File: src/rtl/func_rate1_stream_pkg.sv
// Shared definitions for the Rate-1 node processor: default widths,
// FSM state encodings and the lane bit-reversal helper.
package func_rate1_stream_pkg;

  localparam int LLR_INTERNAL_LEN     = 6;
  localparam int PROCESS_UNIT_LLR_NUM = 16;

  typedef enum logic [1:0] {
    R1S_IDLE  = 2'd0,
    R1S_RUN   = 2'd1,
    R1S_FLUSH = 2'd2
  } r1s_state_e;

  // Reverse the low nbits of k (lane index permutation).
  function automatic int bitrev_idx(input int k, input int nbits);
    int r;
    r = 0;
    for (int b = 0; b < nbits; b++) begin
      r = (r << 1) | ((k >> b) & 1);
    end
    return r;
  endfunction

endpackage

File: src/rtl/func_rate1_stream_hard_dec.sv
// Combinational hard decision for one beat of LLRs: sign extraction per lane
// followed by an optional bit-reversal of the lane order.
module rate1_hard_dec
  import func_rate1_stream_pkg::*;
#(
  parameter int LLR_W = LLR_INTERNAL_LEN,
  parameter int LANES = PROCESS_UNIT_LLR_NUM
) (
  input  logic [LANES*LLR_W-1:0] llr,
  input  logic                   bitrev_en,
  output logic [LANES-1:0]       bits,
  output logic                   par
);

  localparam int LG = $clog2(LANES);

  logic [LANES-1:0] tmp;
  logic [LANES-1:0] tmp_rev;

  // Lane i sits in the MSB-side slice; its sign bit lands at tmp[LANES-1-i].
  // Zero decides to 0 and the most negative value to 1, as the sign bit does.
  for (genvar i = 0; i < LANES; i++) begin : g_sign
    assign tmp[LANES-1-i] = llr[(LANES-i)*LLR_W-1];
  end

  for (genvar k = 0; k < LANES; k++) begin : g_perm
    localparam int SRC = bitrev_idx(k, LG);
    assign tmp_rev[k] = tmp[SRC];
  end

  assign bits = bitrev_en ? tmp_rev : tmp;
  // Permutation does not change parity, so take it before the mux.
  assign par  = ^tmp;

endmodule

File: src/rtl/func_rate1_stream.sv
// Rate-1 node processor: streams a node of LLRs in, emits hard-decided bit
// chunks through a one-deep output register, and reports node parity/done.
//
// Handshakes: a transfer happens on a rising edge where valid and ready are
// both high. valid never depends on ready; once raised, valid and its payload
// stay stable until the transfer. llr_ready may depend on bit_ready (the
// output register passes through when it is being drained).
module func_rate1_stream
  import func_rate1_stream_pkg::*;
#(
  parameter int LLR_W         = LLR_INTERNAL_LEN,
  parameter int LANES         = PROCESS_UNIT_LLR_NUM,
  parameter int MAX_NODE_LOG2 = 10,
  parameter int NL_W          = $clog2(MAX_NODE_LOG2 + 1)
) (
  input  logic                     clk,
  input  logic                     rst_n,
  input  logic                     start,
  input  logic [NL_W-1:0]          node_log2,
  input  logic                     bitrev_en,
  input  logic                     llr_valid,
  output logic                     llr_ready,
  input  logic [LANES*LLR_W-1:0]   llr,
  output logic                     bit_valid,
  input  logic                     bit_ready,
  output logic [LANES-1:0]         bit_out,
  output logic [MAX_NODE_LOG2-1:0] bit_idx,
  output logic                     bit_last,
  output logic                     busy,
  output logic                     done,
  output logic                     parity,
  output logic                     cfg_err,
  output logic [1:0]               dbg_state
);

  localparam int LG   = $clog2(LANES);
  localparam int CL_W = MAX_NODE_LOG2 + 1;

  r1s_state_e               state_q, state_d;
  logic [CL_W-1:0]          chunks_left_q, chunks_left_d;
  logic [MAX_NODE_LOG2-1:0] cnt_q, cnt_d;
  logic                     par_acc_q, par_acc_d;
  logic                     bitrev_q, bitrev_d;
  logic                     bit_valid_q, bit_valid_d;
  logic [LANES-1:0]         bit_out_q, bit_out_d;
  logic [MAX_NODE_LOG2-1:0] bit_idx_q, bit_idx_d;
  logic                     bit_last_q, bit_last_d;
  logic                     done_q, done_d;
  logic                     cfg_err_q, cfg_err_d;
  logic                     parity_q, parity_d;

  logic [LANES-1:0] dec_bits;
  logic             dec_par;
  logic             rdy;
  logic             in_hs;
  logic             out_hs;
  logic             cfg_ok;

  rate1_hard_dec #(
    .LLR_W (LLR_W),
    .LANES (LANES)
  ) u_hard_dec (
    .llr       (llr),
    .bitrev_en (bitrev_q),
    .bits      (dec_bits),
    .par       (dec_par)
  );

  // Handshake qualifiers and node-size legality.
  always_comb begin
    rdy    = (state_q == R1S_RUN) && (!bit_valid_q || bit_ready);
    in_hs  = llr_valid && rdy;
    out_hs = bit_valid_q && bit_ready;
    cfg_ok = (node_log2 >= NL_W'(LG)) && (node_log2 <= NL_W'(MAX_NODE_LOG2));
  end

  // Next-state, counters, output register and parity accumulation.
  always_comb begin
    state_d       = state_q;
    chunks_left_d = chunks_left_q;
    cnt_d         = cnt_q;
    par_acc_d     = par_acc_q;
    bitrev_d      = bitrev_q;
    bit_valid_d   = bit_valid_q;
    bit_out_d     = bit_out_q;
    bit_idx_d     = bit_idx_q;
    bit_last_d    = bit_last_q;
    done_d        = 1'b0;
    cfg_err_d     = 1'b0;
    parity_d      = parity_q;
    case (state_q)
      R1S_IDLE: begin
        if (start) begin
          if (cfg_ok) begin
            bitrev_d      = bitrev_en;
            chunks_left_d = CL_W'(1) << (node_log2 - NL_W'(LG));
            cnt_d         = '0;
            par_acc_d     = 1'b0;
            state_d       = R1S_RUN;
          end else begin
            cfg_err_d = 1'b1;
          end
        end
      end
      R1S_RUN: begin
        if (out_hs) bit_valid_d = 1'b0;
        if (in_hs) begin
          bit_valid_d   = 1'b1;
          bit_out_d     = dec_bits;
          bit_idx_d     = cnt_q;
          bit_last_d    = (chunks_left_q == CL_W'(1));
          par_acc_d     = par_acc_q ^ dec_par;
          cnt_d         = cnt_q + 1'b1;
          chunks_left_d = chunks_left_q - 1'b1;
          if (chunks_left_q == CL_W'(1)) state_d = R1S_FLUSH;
        end
      end
      R1S_FLUSH: begin
        if (out_hs) begin
          bit_valid_d = 1'b0;
          if (bit_last_q) begin
            done_d   = 1'b1;
            parity_d = par_acc_q;
            state_d  = R1S_IDLE;
          end
        end
      end
      default: state_d = R1S_IDLE;
    endcase
  end

  // State and datapath registers with synchronous active-low reset.
  always_ff @(posedge clk) begin
    if (!rst_n) begin
      state_q       <= R1S_IDLE;
      chunks_left_q <= '0;
      cnt_q         <= '0;
      par_acc_q     <= 1'b0;
      bitrev_q      <= 1'b0;
      bit_valid_q   <= 1'b0;
      bit_out_q     <= '0;
      bit_idx_q     <= '0;
      bit_last_q    <= 1'b0;
      done_q        <= 1'b0;
      cfg_err_q     <= 1'b0;
      parity_q      <= 1'b0;
    end else begin
      state_q       <= state_d;
      chunks_left_q <= chunks_left_d;
      cnt_q         <= cnt_d;
      par_acc_q     <= par_acc_d;
      bitrev_q      <= bitrev_d;
      bit_valid_q   <= bit_valid_d;
      bit_out_q     <= bit_out_d;
      bit_idx_q     <= bit_idx_d;
      bit_last_q    <= bit_last_d;
      done_q        <= done_d;
      cfg_err_q     <= cfg_err_d;
      parity_q      <= parity_d;
    end
  end

  assign llr_ready = rdy;
  assign bit_valid = bit_valid_q;
  assign bit_out   = bit_out_q;
  assign bit_idx   = bit_idx_q;
  assign bit_last  = bit_last_q;
  assign busy      = (state_q != R1S_IDLE);
  assign done      = done_q;
  assign parity    = parity_q;
  assign cfg_err   = cfg_err_q;
  assign dbg_state = state_q;

endmodule
File: config.mk
export PLATFORM = sky130hd
export DESIGN_NAME = func_rate1_stream
export DESIGN_NICKNAME = d
export VERILOG_FILES = /design/src/rtl/func_rate1_stream_pkg.sv /design/src/rtl/func_rate1_stream_hard_dec.sv /design/src/rtl/func_rate1_stream.sv
export SDC_FILE = /design/constraint.sdc
export NUM_CORES = 1
export LEC_CHECK = 0
export BUFFER_PORTS_ARGS = -buffer_cell sky130_fd_sc_hd__buf_2
export CAP_MARGIN = 0
export CORE_ASPECT_RATIO = 1.2
export CORE_MARGIN = 8
export CORE_UTILIZATION = 46
export DETAILED_ROUTE_END_ITERATION = 7
export HOLD_SLACK_MARGIN = 0.06
export PLACE_DENSITY = 0.89
export SYNTH_ARGS = -nofsm -noshare
export SYNTH_HDL_FRONTEND = slang
export SYNTH_SLANG_ARGS = --single-unit
File: constraint.sdc
create_clock -name clk -period 2.2 [get_ports clk]
set_input_delay 0.33 -clock clk [delete_from_list [all_inputs] [get_ports clk]]
set_output_delay 0.33 -clock clk [all_outputs]
set_load 0.03 [all_outputs]
## After elaboration in Yosys (flattened, before gate mapping)

Cells that the tools add are included.
Widths: inputs -> output; s select.

| word-level totals | value |
|---|---|
| bits in latches | 0 |
| output and inout bits | 35 |
| memories | 0 |
| ROM bits | 0 |
| input bits | 106 |
| logic and storage cells | 71 |
| register bits after elaboration | 56 |
| memory bits (writable) | 0 |

| cells by class | value |
|---|---|
| equality and inequality tests | 9 |
| $lt $le $gt $ge | 2 |
| bitwise operators | 1 |
| shift-type cells | 1 |
| mux-type cells | 25 |
| reduce and logical (&&, ||, !) cells | 18 |
| $add $sub $neg | 3 |
| div/mod/pow operators | 0 |
| multiply operators | 0 |

Operators with widths:

| kind | number |
|---|---|
| $mux 11 | 3 |
| $mux 10 | 3 |
| $pmux 11 s2 | 1 |
| $pmux 10 s2 | 1 |
| $reduce_xor 16->1 | 1 |
| $mux 15 | 1 |
| $mux 2 | 6 |
| $reduce_and 3->1 | 4 |
| $eq 11x1->1 const B | 1 |
| $shl 1x4->11 const A | 1 |
| $sub 11x1->11 const B | 1 |
| $add 10x1->10 const B | 1 |
| $ne 2x2->1 const B | 5 |
| $mux 1 | 7 |
| $pmux 2 s3 | 1 |
| $reduce_and 6->1 | 1 |
| $reduce_bool 2->1 | 3 |
| $ge 4x3->1 const B | 1 |
| $le 4x4->1 const B | 1 |
| $logic_and 1x1->1 | 4 |
| $pmux 1 s2 | 2 |
| $reduce_and 4->1 | 1 |
| $sub 4x3->4 const B | 1 |
| $eq 2x1->1 const B | 1 |
| 7 further kinds | 7 |

## Depth between registers and ports, before layout

Gate-level depths: netlist (run 1).

| logic depth | value |
|---|---|
| depth after elaboration | 6 |
| depth in mapped cells | 9 |
| depth with buffers taken out | 8 |

## Cells and area by module

A second synthesis (run 1) with hierarchy kept.

| second synthesis, totals | value |
|---|---|
| cell total of the unflattened synthesis | 378 |
| area, all modules | 2987.9 µm² |

By module, submodules not included:

| module | area an instance (µm²) | seq. area each (µm²) | times used | cells an instance |
|---|---|---|---|---|
| func_rate1_stream | 2686.3 | 1121.1 | 1 | 346 |
| rate1_hard_dec | 301.5 | 0.0 | 1 | 32 |

## Worst setup path before layout (run 1)

No wires, ideal clock.

| timing path | value |
|---|---|
| path kind | reg2reg |
| start point | register state_q[0], in the netlist dbg_state[0] |
| end point | register cnt_q[4] |
| library setup time | 0.071 ns |
| arrival | 2.015 ns |
| path buffers | 1 |
| cell stages (with the launch flop) | 9 |
| setup slack | 0.114 ns |
| period minus slack after synthesis | 2.086 ns |
| data required time | 2.129 ns |
| cells stage by stage | dfxtp_1 > inv_1 > ha_1 > inv_1 > a2111oi_4 > o211ai_2 > buf_6 > or3_1 > a21oi_1 |

| on the way | value |
|---|---|
| word-level cells in the longest chain between the ends | 5 |
| elaborated cells between the ends (all ways) | 10 |
| classes of those cells | 4 x eq/ne; 1 x mux; 5 x reduce/logical |

RTL lines:

| item | line | RTL |
|---|---|---|
| start: declaration | func_rate1_stream.sv:39 | `r1s_state_e state_q, state_d;` |
| start signal: assignment | func_rate1_stream.sv:148 | `state_q <= state_d;` |
| $eq 2x1->1 | func_rate1_stream.sv:71, func_rate1_stream.sv:91 |  |
| $logic_and 1x1->1 | func_rate1_stream.sv:71 | `rdy = (state_q == R1S_RUN) && (!bit_valid_q \|\| bit_ready);` |
| $logic_and 1x1->1 | func_rate1_stream.sv:72 | `in_hs = llr_valid && rdy;` |
| $ne 2x2->1 (no source line) | - |  |
| $reduce_and 4->1 (no source line) | - |  |
| end signal: assignment | func_rate1_stream.sv:150 | `cnt_q <= cnt_d;` |
| end: declaration | func_rate1_stream.sv:41 | `logic [MAX_NODE_LOG2-1:0] cnt_q, cnt_d;` |

Parallel ways exist; a longest one is shown, timed or not.
A chain may end at the register's enable or synchronous reset.

## Worst setup path after layout (run 1)

| timing path | value |
|---|---|
| start point | register chunks_left_q[4] |
| end point | register state_q[0], in the netlist dbg_state[0] |

| on the way | value |
|---|---|
| word-level cells in the longest chain between the ends | 3 |

RTL lines:

| item | line | RTL |
|---|---|---|
| start: declaration | func_rate1_stream.sv:40 | `logic [CL_W-1:0] chunks_left_q, chunks_left_d;` |
| start signal: assignment | func_rate1_stream.sv:149 | `chunks_left_q <= chunks_left_d;` |
| $eq 11x1->1 | func_rate1_stream.sv:115 | `if (chunks_left_q == CL_W'(1)) state_d = R1S_FLUSH;` |
| $ne 2x1->1 (no source line) | - |  |
| $reduce_and 6->1 (no source line) | - |  |

Every way passes these cells.

==> flow_metrics.env, run 1 <==
export IMPL_antenna_left=0
export IMPL_io_buffer_count=60
export IMPL_post_route_drc_count=0
export IMPL_syn_inst=349
export IMPL_dieArea_um2=9040
export IMPL_place_inst=487
export IMPL_timing_rr_start="chunks_left_q[4]"
export IMPL_syn_to_final_growth_pct=19.5
export IMPL_ys_warn_count=0
export IMPL_cp_arrival_ns=2.27
export IMPL_die_width_um=88.1
export IMPL_ys_seq_elements=56
export IMPL_drt_wl_total_um=6900
export IMPL_worst_slew_pin_slew_ns=0.720
export IMPL_hold_path_class="input port to flop"
export IMPL_setup_tns_ns=0
export IMPL_maxSlewViolCount=0
export IMPL_finalHoldViolCount=0
export IMPL_clk_pin_slew_worst_paths_ns=0.11
export IMPL_synth_top_area_share=0.390
export IMPL_ys_flop_type="dfxtp_1"
export IMPL_num_io_pins=141
export IMPL_layout_min_cycle_time_ns=2.03
export IMPL_cts_repair_resized=0
export IMPL_track_usage=0.156
export IMPL_status="complete, no violations"
export IMPL_post_cts_buffers=0
export IMPL_insertion_delay_ns=0.31
export IMPL_rr_endpoint="dbg_state[0]"
export IMPL_p_leak_nw=1.37
export IMPL_clock_skew_ns=0.0164
export IMPL_synth_most_common_cell="dfxtp_1"
export IMPL_holdBufCountCts=0
export IMPL_placement_rows=31
export IMPL_fin_cells=495
export IMPL_wl_per_cell_um=13.9
export IMPL_gp_congestion=0.881
export IMPL_post_dp_hpwl_um=5150
export IMPL_grt_pass1_wl_um=11500
export IMPL_reg2reg_depth=6
export IMPL_hold_slack_ns=0.256
export IMPL_via_per_inst=5.35
export IMPL_min_path_cells=3
export IMPL_hp_start="llr[5]"
export IMPL_final_cell_area_um2=3430
export IMPL_critPathKind="flop to flop"
export IMPL_synth_edff_count=0
export IMPL_cp_start_kind="flop"
export IMPL_async_flop_share=0
export IMPL_syn_cell_area_um2=2870
export IMPL_finalPower_mw=3.36
export IMPL_grt_antenna_before_repair=0
export IMPL_slew_headroom=0.520
export IMPL_yosysSeqAreaShare=0.390
export IMPL_clockBufferDepth=2
export IMPL_cts_sinks=56
export IMPL_drive_gt1_frac=0.213
export IMPL_max_freq_ghz=0.493
export IMPL_cts_inserted_buffers=5
export IMPL_synth_top_cell_by_area="dfxtp_1"
export IMPL_min_to="bit_out[0]"
export IMPL_overflow=0
export IMPL_diodes=0
export IMPL_rsz0062_at_grt="no"
export IMPL_required_ns=2.44
export IMPL_avgSynthCellArea_um2=8.23
export IMPL_htreeDepth=2
export IMPL_cts_tree="yes"
export IMPL_synth_fp_nets=464
export IMPL_yosysUniqueCellTypes=46
export IMPL_reg2reg_slack_ns=0.17
export IMPL_die_h_um=103
export IMPL_clockRootBuffer="clkbuf_8"
export IMPL_fp_coreArea_um2=6050
export IMPL_setup_viol=0
export IMPL_drt_iter0_markers=182
export IMPL_synthTopCellsByArea="dfxtp_1 39%, nand2_1 6.8%, xnor2_1 6.1%, a21oi_1 5.2%, mux2i_1 4.9%"
export IMPL_grt_max_degree=43
export IMPL_crit_fanout=6
export IMPL_power_density_nw_per_um2=980
export IMPL_ir_worst_vdd_mv=0.578
export IMPL_fin_crit_sh=0.922
export IMPL_final_nets=527
export IMPL_cap_violations=0
export IMPL_dr_pass1_iters=4
export IMPL_placed_area_um2=3340
export IMPL_end_kind="flop"
export IMPL_grt_pass1_vias=2653
export IMPL_num_vias=2646
export IMPL_synth_common_cells="56 x dfxtp_1, 52 x nand2_1, 32 x nor2_1, 30 x a21oi_1, 20 x xnor2_1"
export IMPL_floorplan_initialDensity=0.475
## report_power, final
| part | internal [mW] | total, mW | switching, mW |
|---|---|---|---|
| clock network | 0.229 | 0.573 | 0.344 |
| logic | 0.597 | 1.53 | 0.933 |
| registers | 1.15 | 1.26 | 0.110 |
| total | 1.97 | 3.36 | 1.39 |
## placed cells by master (no fill, tap or decap), types with 5 or more instances in the layout
cell | netlist | final
nor3_1 | 10 | 10
nor4_1 | 5 | 5
nand2_1 | 52 | 52
nor2_1 | 32 | 32
dfxtp_1 | 56 | 56
mux2i_1 | 14 | 14
a21oi_1 | 30 | 30
inv_1 | 11 | 11
ha_1 | 9 | 9
buf_2 | 1 | 60
buf_4 | 1 | 12
o21ai_0 | 18 | 18
nand3_1 | 8 | 8
a211oi_1 | 14 | 14
clkbuf_8 | 0 | 5
xnor2_1 | 20 | 20
## kinds of logic after synthesis
group,share of synthesized area
xor+xnor,0.0702
compound gates,0.188
flops,0.390
mux,0.0488
fa+ha+maj,0.0392
buf+inv,0.0449
simple gates,0.218
## cell type report
cell class              instances  area, µm²
clock buffers                   5       68.8
clock inverters                 3       22.5
fillers                       555       2620
inverters                      12       45.0
multi-input cells             262       1620
flip-flops and latches         56       1120
well taps                      82        103
repair buffers                 75        450
## routing by layer
metal,wire length (µm),share of wire,vias up,global-route usage
met5,0,0,-,0
met4,74,0.011,0,0.0456
met3,474,0.069,9,0.0391
met2,3380,0.49,81,0.277
met1,2970,0.43,1216,0.178
li1,-,-,1340,-
## worst max path at each step
stage                     startpoint            to  slack [ns]  depth (start not counted)
global route        chunks_left_q[4]  dbg_state[0]        0.05                          6
finish              chunks_left_q[4]  dbg_state[0]        0.17                          6
floorplan               dbg_state[0]      cnt_q[4]        0.11                          8
CTS                 chunks_left_q[4]  dbg_state[0]        0.17                          6
global placement        node_log2[3]      cnt_q[7]       -0.05                          8
detailed placement      node_log2[3]      cnt_q[9]       -0.09                          8
## per-stage QoR
stage,util,setup WS (ns)
2_1_floorplan,-,0.114
3_3_place_gp,0.552,-0.0542
3_5_place_dp,0.552,-0.0922
4_1_cts,0.567,0.168
5_1_grt,0.567,0.0467
6_report,0.567,0.171
## state kept, by name, summed over array words and instances, names as in the netlist, 2 cells and up
name,cells
bit_idx,10
bit_out,16
chunks_left_q,11
cnt_q,10
dbg_state,2
## critical path, cell delays in order, from the launching register on
cell and delay, ns:
dfxtp_1 0.36, or3_1 0.44, or4_1 0.50, nor2_1 0.12
nand3_1 0.13, a21oi_1 0.21, mux2i_1 0.21
(Power assumes the default switching activity.)
==> run 2: changes to the inputs <==
CORE_UTILIZATION = 42   (was 46)
PLACE_DENSITY = 0.86   (was 0.89)
clock period = 1.65 ns   (was 2.2 ns; I/O delays follow)
==> run 2 against run 1 <==
Effect of this change:
- the flow now finishes with violations (setup timing)
- wire length grew 16%
- total power grew 62%
- clock skew shrank 0.0092 ns
- sequential share of layout area shrank 3.8 points
- critical path depth is the same
- final cell count grew 6.1%
- largest power group unchanged
==> flow_metrics.env, run 2 (synthesis results as in run 1) <==
export IMPL_io_buffer_count=60
export IMPL_clockRootBuffer="clkbuf_8"
export IMPL_overflow=0
export IMPL_max_freq_ghz=0.550
export IMPL_finalWorstSetupSlack_ns=-0.168
export IMPL_grt_pass1_wl_um=13000
export IMPL_num_io_pins=141
export IMPL_finalPower_mw=5.46
export IMPL_wl_per_cell_um=15.3
export IMPL_critPathKind="flop to flop"
export IMPL_via_per_inst=5.41
export IMPL_min_path_cells=3
export IMPL_clock_skew_ns=0.00718
export IMPL_post_route_drc_count=0
export IMPL_cts_inserted_buffers=5
export IMPL_violations="setup timing"
export IMPL_cts_tree="yes"
export IMPL_clk_pin_slew_worst_paths_ns=0.10
export IMPL_grt_busiest_layer="met2"
export IMPL_die_h_um=107
export IMPL_use_met2=0.279
export IMPL_dieArea_um2=9750
export IMPL_final_nets=552
export IMPL_dr_pass1_iters=4
export IMPL_drt_iter0_markers=112
export IMPL_status="finished with violations"
export IMPL_hold_path_class="input port to flop"
export IMPL_final_common_cell="buf_2"
export IMPL_placed_area_um2=3530
export IMPL_reg2reg_depth=6
export IMPL_fin_crit_sh=1.10
export IMPL_grt_antenna_before_repair=0
export IMPL_grtUsageMet3=0.0440
export IMPL_ir_worst_vdd_mv=0.689
export IMPL_register_area_um2=1120
export IMPL_die_width_um=91.5
export IMPL_drt_wl_total_um=8020
export IMPL_setup_viol=25
export IMPL_syn_to_final_growth_pct=35.5
export IMPL_cp_arrival_ns=2.06
export IMPL_diodes=0
export IMPL_htreeDepth=2
export IMPL_grt_max_degree=40
export IMPL_insertion_delay_ns=0.32
export IMPL_final_cell_mix="57 x buf_2, 54 x dfxtp_1, 49 x nand2_1, 32 x buf_4, 30 x nor2_1"
export IMPL_floorplan_initialDensity=0.427
export IMPL_cap_violations=0
export IMPL_post_dp_hpwl_um=5630
export IMPL_multi_input_area_um2=1820
export IMPL_final_cell_area_um2=3890
export IMPL_placement_rows=33
export IMPL_fp_coreArea_um2=6730
export IMPL_maxSlewViolCount=0
export IMPL_grt_pass1_vias=2846
export IMPL_layout_min_cycle_time_ns=1.82
export IMPL_power_density_nw_per_um2=1400
export IMPL_worst_slew_pin_slew_ns=0.441
export IMPL_end_kind="flop"
export IMPL_required_ns=1.89
export IMPL_antenna_left=0
export IMPL_postLayoutCoreUtil=0.578
export IMPL_holdBufCountCts=0
export IMPL_grt_use_met1=0.184
export IMPL_num_vias=2840
export IMPL_finalHoldViolCount=0
export IMPL_crit_fanout=3
export IMPL_clockBufferDepth=2
export IMPL_cts_sinks=56
export IMPL_largest_reg_flops=16
export IMPL_p_leak_nw=1.55
export IMPL_cp_start_kind="flop"
export IMPL_rsz0062_at_grt="yes"
export IMPL_gp_congestion=0.890
export IMPL_nFillCells=591
export IMPL_hold_slack_ns=0.181
export IMPL_slew_headroom=0.704
export IMPL_track_usage=0.158
export IMPL_drive_gt1_frac=0.349
## run 2: cell types whose count changed in the layout (fill, tap and decap cells not counted), sizes merged
cell    previous run  this run
buf               75        99
bufinv             0         1
clkbuf             5         7
clkinv             3         1
## run 2: final timing paths
check              startpoint           end  slack, ns
max          chunks_left_q[6]  dbg_state[0]      -0.17
min                   llr[59]    bit_out[9]       0.18
max reg2reg  chunks_left_q[6]  dbg_state[0]      -0.17
min reg2reg        bit_idx[8]    bit_idx[8]       0.46
## run 2: final cells by class
type,count,share of cell area
Clock buffer,6,0.0186
Sequential cell,56,0.289
Inverter,12,0.0116
Tap cell,87,0.0280
Clock inverter,2,0.00997
Timing Repair Buffer,100,0.175
Multi-Input combinational cell,262,0.468
## run 2: per-stage QoR
stage,cells,setup TNS (ns),worst slack (ns)
after floorplan,349,-3.52,-0.237
after global placement,510,-8.06,-0.422
after detailed placement,510,-9.06,-0.436
after CTS,520,-0.916,-0.151
after global routing,525,-3.21,-0.216
final,525,-1.78,-0.168
## run 2: routing by layer
| metal | vias up | wire length (µm) |
|---|---|---|
| li1 | 1391 | - |
| met1 | 1341 | 3320 |
| met2 | 95 | 4110 |
| met3 | 13 | 471 |
| met4 | 0 | 122 |
| met5 | - | 0 |
## run 2: repair_timing
action / in CTS / in global routing
buffers inserted: 1 / 4
gates cloned: 1 / 2
pin swaps: 13 / 16
endpoints found under the setup margin: 26 / 26
resized for setup: 20 / 30
hold endpoints to repair: 0 / 0
## run 2: worst max-delay path: stages (launching register included)
cell     delay [ns]
dfxtp_1        0.33
or3_4          0.38
or4_4          0.45
nor2_4         0.13
nand3_4        0.10
a21oi_2        0.17
mux2i_1        0.19
## run 2: where the power goes
| group | internal, mW | switching, mW | total, mW |
|---|---|---|---|
| clock | 0.460 | 0.466 | 0.926 |
| sequential | 1.53 | 0.130 | 1.66 |
| combinational | 1.27 | 1.60 | 2.87 |
| total | 3.26 | 2.20 | 5.46 |
==> run 3: changes to the inputs <==
--- a/config.mk
+++ b/config.mk
@@ -10,3 +10,2 @@
 export CORE_ASPECT_RATIO = 1.2
-export CORE_MARGIN = 8
 export CORE_UTILIZATION = 42
==> constraint.sdc (replaced) <==
create_clock -name clk -period 1.65 [get_ports clk]
set_input_delay 0.0825 -clock clk [delete_from_list [all_inputs] [get_ports clk]]
set_output_delay 0.0825 -clock clk [all_outputs]
set_load 0.03 [all_outputs]
==> run 3 against run 2 <==
Effect of this change:
- the flow still finishes with violations (setup timing)
- flip-flop and latch count stayed put
- non-clock buffer count rose by 9
- die area shrank 26%
- first-iteration DRC count increased by 130%
- worst hold slack worse by 0.11 ns
- core utilization rose by 4.5 points
- critical path depth is the same
- combinational power is 10% higher
- final area is 4.5% higher
- critical endpoint unchanged
- highest routed layer unchanged
==> flow_metrics.env, run 3 (synthesis results as in run 1) <==
export IMPL_die_width_um=77.5
export IMPL_final_nets=561
export IMPL_cts_sinks=56
export IMPL_num_io_pins=141
export IMPL_drt_iter0_markers=262
export IMPL_clockBufferDepth=2
export IMPL_ir_worst_vdd_mv=0.790
export IMPL_setup_viol=21
export IMPL_track_usage=0.219
export IMPL_syn_to_final_growth_pct=41.6
export IMPL_p_leak_nw=1.64
export IMPL_maxSlewViolCount=0
export IMPL_cap_violations=0
export IMPL_grt_pass1_wl_um=12600
export IMPL_setup_tns_ns=-1.84
export IMPL_finalHoldViolCount=0
export IMPL_cts_tree="yes"
export IMPL_die_h_um=92.6
export IMPL_end_kind="flop"
export IMPL_largest_reg_flops=16
export IMPL_power_density_nw_per_um2=1390
export IMPL_layout_min_cycle_time_ns=1.87
export IMPL_status="finished with violations"
export IMPL_fp_coreArea_um2=6530
export IMPL_crit_fanout=3
export IMPL_dr_pass1_iters=7
export IMPL_nFillCells=521
export IMPL_final_cell_area_um2=4070
export IMPL_max_freq_ghz=0.534
export IMPL_violations="setup timing"
export IMPL_gp_congestion=0.906
export IMPL_clock_skew_ns=0.00923
export IMPL_num_vias=2990
export IMPL_post_dp_hpwl_um=5400
export IMPL_grt_antenna_before_repair=0
export IMPL_placement_rows=32
export IMPL_cp_arrival_ns=2.12
export IMPL_htreeDepth=2
export IMPL_wl_per_cell_um=16.2
export IMPL_critPathKind="flop to flop"
export IMPL_io_buffer_count=60
export IMPL_clockRootBuffer="clkbuf_8"
export IMPL_via_per_inst=5.63
export IMPL_fin_crit_sh=1.13
export IMPL_rsz0062_at_grt="yes"
export IMPL_max_stage_delay_ns=0.45
export IMPL_floorplan_initialDensity=0.440
export IMPL_place_ws_ns=-0.368
export IMPL_cpMaxStageDelayCell="or4_4"
export IMPL_antenna_left=0
export IMPL_final_common_cell="buf_2"
export IMPL_drt_wl_total_um=8600
export IMPL_hold_path_class="input port to flop"
export IMPL_cts_inserted_buffers=5
export IMPL_insertion_delay_ns=0.32
export IMPL_multi_input_area_um2=1900
export IMPL_clk_pin_slew_worst_paths_ns=0.11
export IMPL_grt_pass1_vias=2846
export IMPL_required_ns=1.89
export IMPL_path_cells="or3_4 > or4_4 > nor2_4 > nand3_2 > a21oi_2 > mux2i_1"
export IMPL_placed_area_um2=3520
export IMPL_grt_max_degree=26
export IMPL_overflow=0
export IMPL_finalWorstSetupSlack_ns=-0.222
export IMPL_diodes=0
export IMPL_post_route_drc_count=0
export IMPL_slew_headroom=0.609
export IMPL_final_cell_mix="61 x buf_2, 52 x dfxtp_1, 48 x nand2_1, 30 x nor2_1, 29 x buf_4"
export IMPL_dieArea_um2=7170
export IMPL_cp_start_kind="flop"
export IMPL_worst_slew_pin_slew_ns=0.581
export IMPL_register_area_um2=1130
export IMPL_finalPower_mw=5.65
export IMPL_drive_gt1_frac=0.368
## run 3: per-layer routing
layer,GRT usage,routed length [µm]
met1,0.239,3390
met2,0.397,4440
met3,0.0532,478
met4,0.0959,287
met5,0,0
## run 3: stage by stage
step                hold slack, ns   util  cells
floorplan                    0.204      -    349
global placement             0.334  0.540    507
detailed placement           0.340  0.540    507
CTS                         0.0615  0.576    524
global route                0.0776  0.623    531
finish                      0.0694  0.623    531
## run 3: report_power, final
group | internal [mW] | switching [mW]
logic | 1.42 | 1.76
clock network | 0.337 | 0.467
registers | 1.54 | 0.136
total | 3.29 | 2.36
## run 3: worst paths after layout
path,slack [ns],end,startpoint,cells after the start
hold / removal,0.07,dbg_state[0],rst_n,3
setup / recovery,-0.22,dbg_state[0],chunks_left_q[6],6
setup reg to reg,-0.22,dbg_state[0],chunks_left_q[6],6
hold reg to reg,0.46,bit_out[9],bit_out[9],2
## run 3: area by class of cell
type / instances / share of cell area
Clock inverter: 1 / 0.00215
Sequential cell: 56 / 0.278
Multi-Input combinational cell: 262 / 0.468
Timing Repair Buffer: 109 / 0.192
Inverter: 12 / 0.0129
Tap cell: 85 / 0.0262
Clock buffer: 6 / 0.0203
## run 3: critical path: cells and delay by family (launching register included)
| family | cells | cell delay, ns |
|---|---|---|
| AO/OA/AOI/OAI | 1 | 0.18 |
| flip-flops | 1 | 0.33 |
| multiplexers | 1 | 0.19 |
| AND/OR/NAND/NOR | 4 | 1.11 |
## run 3: timing repair
action | CTS | global route
gates resized for setup | 11 | 56
hold buffers | 5 | 0
setup endpoints to repair | 23 | 48
buffers inserted | 3 | 4
gates cloned | 2 | 3
hold endpoints to repair | 5 | 0
pin swaps | 4 | 16
